--- src/rtl/cluster_sleep_ctrl.sv ---
// Cluster sleep sequencer: gates the shared cluster clock once all enabled cores
// sleep, and restores it (holding core events) on wake. APB-configured.
//
// state     | meaning
// ACTIVE    | cluster clock running, cores free to run
// IDLE_WAIT | all enabled cores asleep, hysteresis countdown in progress
// GATED     | cluster clock gated, collecting events into pending
// RESTORE   | clock back on, settle countdown before releasing held events
module cluster_sleep_ctrl #(
  parameter int APB_ADDR_WIDTH = 12,
  parameter int NB_CORES       = 4,
  parameter int CNT_WIDTH      = 16
) (
  input  logic                      HCLK,
  input  logic                      HRESETn,
  input  logic [APB_ADDR_WIDTH-1:0] PADDR,
  input  logic [31:0]               PWDATA,
  input  logic                      PWRITE,
  input  logic                      PSEL,
  input  logic                      PENABLE,
  output logic [31:0]               PRDATA,
  output logic                      PREADY,
  output logic                      PSLVERR,
  input  logic [NB_CORES-1:0]       core_sleeping_i,
  input  logic [NB_CORES-1:0]       core_event_i,
  input  logic                      ext_wake_i,
  output logic [NB_CORES-1:0]       core_wake_o,
  output logic                      cluster_clk_en_o,
  output logic                      cluster_sleeping_o
);

  typedef enum logic [1:0] {
    ST_ACTIVE    = 2'd0,
    ST_IDLE_WAIT = 2'd1,
    ST_GATED     = 2'd2,
    ST_RESTORE   = 2'd3
  } state_t;

  localparam logic [2:0] IDX_CTRL     = 3'd0;
  localparam logic [2:0] IDX_HYST     = 3'd1;
  localparam logic [2:0] IDX_WAKE_DLY = 3'd2;
  localparam logic [2:0] IDX_STATUS   = 3'd3;
  localparam logic [2:0] IDX_GATE_CNT = 3'd4;

  state_t                state, state_nxt;
  logic [CNT_WIDTH-1:0]  cnt, cnt_nxt;
  logic                  gate_inc;

  logic                  en;
  logic [NB_CORES-1:0]   core_mask;
  logic [CNT_WIDTH-1:0]  hyst;
  logic [CNT_WIDTH-1:0]  wake_dly;
  logic [31:0]           gate_cnt;
  logic [NB_CORES-1:0]   pending;

  logic                  wr_en, rd_en;
  logic [2:0]            reg_idx;
  logic                  all_sleep, wake;
  logic                  unused_bits;

  assign wr_en   = PSEL & PENABLE & PWRITE;
  assign rd_en   = PSEL & PENABLE & ~PWRITE;
  assign reg_idx = PADDR[4:2];
  assign PREADY  = 1'b1;
  assign PSLVERR = 1'b0;
  assign unused_bits = ^{PADDR, PWDATA};

  assign all_sleep = (|core_mask) & (&(core_sleeping_i | ~core_mask));
  assign wake      = (|(core_event_i & core_mask)) | ext_wake_i;

  always_ff @(posedge HCLK or negedge HRESETn) begin
    if (!HRESETn) begin
      en        <= 1'b0;
      core_mask <= '1;
      hyst      <= CNT_WIDTH'(16);
      wake_dly  <= CNT_WIDTH'(4);
    end else if (wr_en) begin
      case (reg_idx)
        IDX_CTRL: begin
          en        <= PWDATA[0];
          core_mask <= PWDATA[8 +: NB_CORES];
        end
        IDX_HYST:     hyst     <= PWDATA[CNT_WIDTH-1:0];
        IDX_WAKE_DLY: wake_dly <= PWDATA[CNT_WIDTH-1:0];
        default: ;
      endcase
    end
  end

  // A clear beats a coincident increment.
  always_ff @(posedge HCLK or negedge HRESETn) begin
    if (!HRESETn)
      gate_cnt <= '0;
    else if (wr_en && reg_idx == IDX_GATE_CNT)
      gate_cnt <= '0;
    else if (gate_inc && gate_cnt != 32'hFFFF_FFFF)
      gate_cnt <= gate_cnt + 32'd1;
  end

  always_ff @(posedge HCLK or negedge HRESETn) begin
    if (!HRESETn) begin
      state <= ST_ACTIVE;
      cnt   <= '0;
    end else begin
      state <= state_nxt;
      cnt   <= cnt_nxt;
    end
  end

  always_comb begin
    state_nxt = state;
    cnt_nxt   = cnt;
    gate_inc  = 1'b0;
    case (state)
      ST_ACTIVE: begin
        if (en && all_sleep && !wake) begin
          state_nxt = ST_IDLE_WAIT;
          cnt_nxt   = hyst;
        end
      end
      ST_IDLE_WAIT: begin
        if (!en || !all_sleep || wake) begin
          state_nxt = ST_ACTIVE;
        end else if (cnt == '0) begin
          state_nxt = ST_GATED;
          gate_inc  = 1'b1;
        end else begin
          cnt_nxt = cnt - CNT_WIDTH'(1);
        end
      end
      ST_GATED: begin
        if (wake || !en) begin
          state_nxt = ST_RESTORE;
          cnt_nxt   = wake_dly;
        end
      end
      ST_RESTORE: begin
        if (cnt == '0) state_nxt = ST_ACTIVE;
        else           cnt_nxt   = cnt - CNT_WIDTH'(1);
      end
      default: state_nxt = ST_ACTIVE;
    endcase
  end

  // pending is never set in ACTIVE, so clearing every ACTIVE cycle only bites on the first.
  always_ff @(posedge HCLK or negedge HRESETn) begin
    if (!HRESETn)
      pending <= '0;
    else if (state == ST_ACTIVE)
      pending <= '0;
    else if (state == ST_GATED || state == ST_RESTORE)
      pending <= pending | core_event_i;
  end

  assign cluster_clk_en_o   = (state != ST_GATED);
  assign cluster_sleeping_o = (state == ST_GATED);
  assign core_wake_o = (state == ST_ACTIVE || state == ST_IDLE_WAIT) ?
                       (core_event_i | pending) : '0;

  always_comb begin
    PRDATA = '0;
    if (rd_en) begin
      case (reg_idx)
        IDX_CTRL: begin
          PRDATA[0]             = en;
          PRDATA[8 +: NB_CORES] = core_mask;
        end
        IDX_HYST:     PRDATA[CNT_WIDTH-1:0] = hyst;
        IDX_WAKE_DLY: PRDATA[CNT_WIDTH-1:0] = wake_dly;
        IDX_STATUS: begin
          PRDATA[1:0]           = state;
          PRDATA[2]             = cluster_clk_en_o;
          PRDATA[8 +: NB_CORES] = pending;
        end
        IDX_GATE_CNT: PRDATA = gate_cnt;
        default: ;
      endcase
    end
  end

endmodule

--- config.mk ---
export PLATFORM = sky130hd
export DESIGN_NAME = cluster_sleep_ctrl
export DESIGN_NICKNAME = d
export VERILOG_FILES = /design/src/rtl/cluster_sleep_ctrl.sv
export SDC_FILE = /design/constraint.sdc
export NUM_CORES = 1
export LEC_CHECK = 0
export CAP_MARGIN = 40
export CORE_AREA = 5 5 111 113
export DETAILED_ROUTE_END_ITERATION = 7
export DIE_AREA = 0 0 116 118
export PLACE_DENSITY = 0.82
export RECOVER_POWER = 50
export SYNTH_ARGS = -nofsm -noshare
export SYNTH_HDL_FRONTEND = slang
export SYNTH_SLANG_ARGS = --single-unit
--- constraint.sdc ---
create_clock -name HCLK -period 2.7 [get_ports HCLK]
set_input_delay 0.405 -clock HCLK [delete_from_list [all_inputs] [get_ports HCLK]]
set_output_delay 0.405 -clock HCLK [all_outputs]
set_load 0.02 [all_outputs]
==> results.ini <==
[outcome]
status=finished with violations
violations=max-capacitance violations, max-slew violations

[floorplan]
fp.dieH_um=118
rows=39
top_level_ports=98
core_um2=11200
die_area_um2=13700
start_util_pct=48.3
die_x_um=116

[critical_path]
cp-end-kind=register
worstPathMaxFanout=7
critPathLaunchType=register
worst_ep_required_time_ns=2.96
rr_worst_depth=8
crit_type=reg2reg
arrival_ns=2.87

[timing]
max-slew-margin-rel_pct=-31.8
rsz0062_at_grt=false
layout_setup_ws_ns=0.0891
finalCritPeriodShare_pct=96.7
slew_violations=34
worst_pin_slew_ns=1.98
finalSetupViolCount=0
finalClockSkew_ns=0.00584
clock.fmax_mhz=383
fin_crit_ns=2.61
hold_violations=0

[final_layout]
drive_gt1_share_pct=21.8
fin_area_um2=6890
num-nets-final=758
fill_cells=913
diodes=0
syn_to_final_growth_pct=27.1

[logic_synthesis]
yosysTopAreaCellShare_pct=39.2
post_synth.cell_area_avg_um2=9.14
syn_area_um2=5420
ys_seq_area_share_pct=42.1
synth_commonest_cells=dfrtp_1, nor2_1, mux2_2
synth_edf_count=0
synthArstFlopShare_pct=100
ys_seq_elements=91
synth_top_area_cell=dfrtp_1
yosysWarnings=0
synth_fp_nets=653
synth_most_common_cell=dfrtp_1
synth.area.top_cells=dfrtp_1, mux2_2, nor2_1
netlist_instances=593
synthDistinctLibCells=59
synthFlopType=dfrtp_1

[routing]
drt_iter0_drc=425
ant_nets=0
routed.top_layer=met4
met2WireLength_um=7760
met1Wirelength_um=6390
route.detailed.drc=0
first_pass_iters=5
wl_per_cell_um=18.1
wl_um=15300
viasPerCell=6.04
vias=5114
dr_wl_met3_um=808

[flow_run]
maxCapViolCount=1

[clock_network]
clk_pin_slew_worst_paths_ns=0.07
clk_path_buf_depth=2
cts_tree=built
cts_buffers=9
cts_sinks=91
cts-root-buf=clkbuf_16
cts.htree.levels=3
holdBufCountCts=0
worstSkewPairLatency_ns=0.34

[global_routing]
grt_usage_pct=22.6
antenna_found_initial=0
grt_max_degree=59
overflow=0
grt_pass1_wl_um=24900
grt_pass1_vias=4965

[placed_design]
dp_hpwl_um=11400
dp_slack_ns=-0.149
gp_congestion=0.877
portBuffers=70
post_dp_cell_area_um2=6600

[pwr]
ir_worst_vdd_v=0.000345
p_leak_nw=3.13
seq_power_share_pct=44.5
combPwrFrac_pct=24.7
power.clock.fraction_pct=30.8
switching_share_pct=31.8
p_sw_w=0.00136
internal_power_w=0.00291
power_density_nw_per_um2=619

[min_path]
hold_class=reg2reg
min_path_cells=1

-- state kept, by name, summed over array words and instances, names as in the netlist, named ones only --
name / flops
state: 1
wake_dly: 16
en: 1
pending: 4
gate_cnt: 32
hyst: 16
cnt: 16
core_mask: 4
-- kinds of logic (layout without fill, tap and decap cells) --
family                   count (synthesis)  in the layout  share of synthesized area [%]
AO/OA/AOI/OAI                          125            125                           14.8
XOR/XNOR                                 4              4                          0.646
adder cells (fa/ha/maj)                  2              2                          0.461
buffers and inverters                   49            159                           4.04
flip-flops                              91             91                           42.1
multiplexers                            68             68                           13.8
other                                    2              2                          0.138
AND/OR/NAND/NOR                        252            252                           24.0
-- worst paths after layout --
path                                         startpoint                       end  slack (ns)
worst max-delay path            gate_cnt[0]$_DFFE_PN0P_  gate_cnt[26]$_DFFE_PN0P_        0.09
worst min-delay path                 cnt[9]$_DFFE_PN0P_        cnt[9]$_DFFE_PN0P_        0.54
worst max register to register  gate_cnt[0]$_DFFE_PN0P_  gate_cnt[26]$_DFFE_PN0P_        0.09
worst min register to register       cnt[9]$_DFFE_PN0P_        cnt[9]$_DFFE_PN0P_        0.54
max in group asynchronous                       HRESETn   wake_dly[2]$_DFFE_PN1P_        0.92
min in group asynchronous                       HRESETn  gate_cnt[28]$_DFFE_PN0P_        0.62
-- what timing repair did --
item	CTS	global route
buffers inserted	0	1
cloned	0	0
pin swaps	0	1
setup endpoints to repair	28	10
gates resized for setup	28	6
-- layout by cell type (no fill, tap or decap), types with 13 or more instances in the layout --
master and instances:
dfrtp_1 85, nor2_1 70, buf_4 55, mux2_2 52
nand2_1 47, a21oi_1 41, clkdlybuf4s50_1 37, dlygate4sd2_1 28
nand3_1 24, a22oi_1 20, and2_1 18, nand4_1 17
mux2i_1 16, o21ai_0 14, inv_1 13, nor3_1 13
-- cell type report --
| class | count | area [um2] | area share, % |
|---|---|---|---|
| Sequential cell | 91 | 2280 | 33.2 |
| Inverter | 13 | 48.8 | 0.708 |
| Clock inverter | 4 | 55.1 | 0.799 |
| Timing Repair Buffer | 130 | 1130 | 16.5 |
| Tap cell | 143 | 179 | 2.60 |
| Clock buffer | 12 | 256 | 3.72 |
| Multi-Input combinational cell | 453 | 2930 | 42.5 |
-- power by group through the flow --
stage	combinational (W)	clock, W	sequential, W
floorplan	0.000700	0	0.00182
global placement	0.000989	0	0.00188
detailed placement	0.00103	0	0.00191
CTS	0.00104	0.00133	0.00189
global route	0.00115	0.00139	0.00193
finish	0.00105	0.00131	0.00190
-- per-layer routing --
layer / track usage (%) / up-vias
met1: 29.0 / 2522
met2: 38.5 / 179
li1: - / 2379
met5: 0 / -
met4: 7.54 / 0
met3: 3.39 / 34
-- metrics by stage --
stage               instances  total power (W)  hold WS, ns  utilization (%)  TNS [ns]
finish                    846          0.00426        0.535             61.4         0
global route              846          0.00447        0.552             61.4         0
CTS                       845          0.00426       0.0254             61.3         0
detailed placement        829          0.00294        0.391             58.8     -2.15
global placement          829          0.00287        0.387             58.8     -1.59
floorplan                 593          0.00252        0.109                -         0
-- worst max-delay path, stage by stage (launching register included) --
cell and delay (ns):
dfrtp_1 0.47, ha_1 0.26, nand3_1 0.10, nor4_1 0.33, buf_4 0.20, o21ai_1 0.09, or3_1 0.41, or4_1 0.50
a21oi_1 0.17
Note: power is estimated with default switching activity, not from simulation.
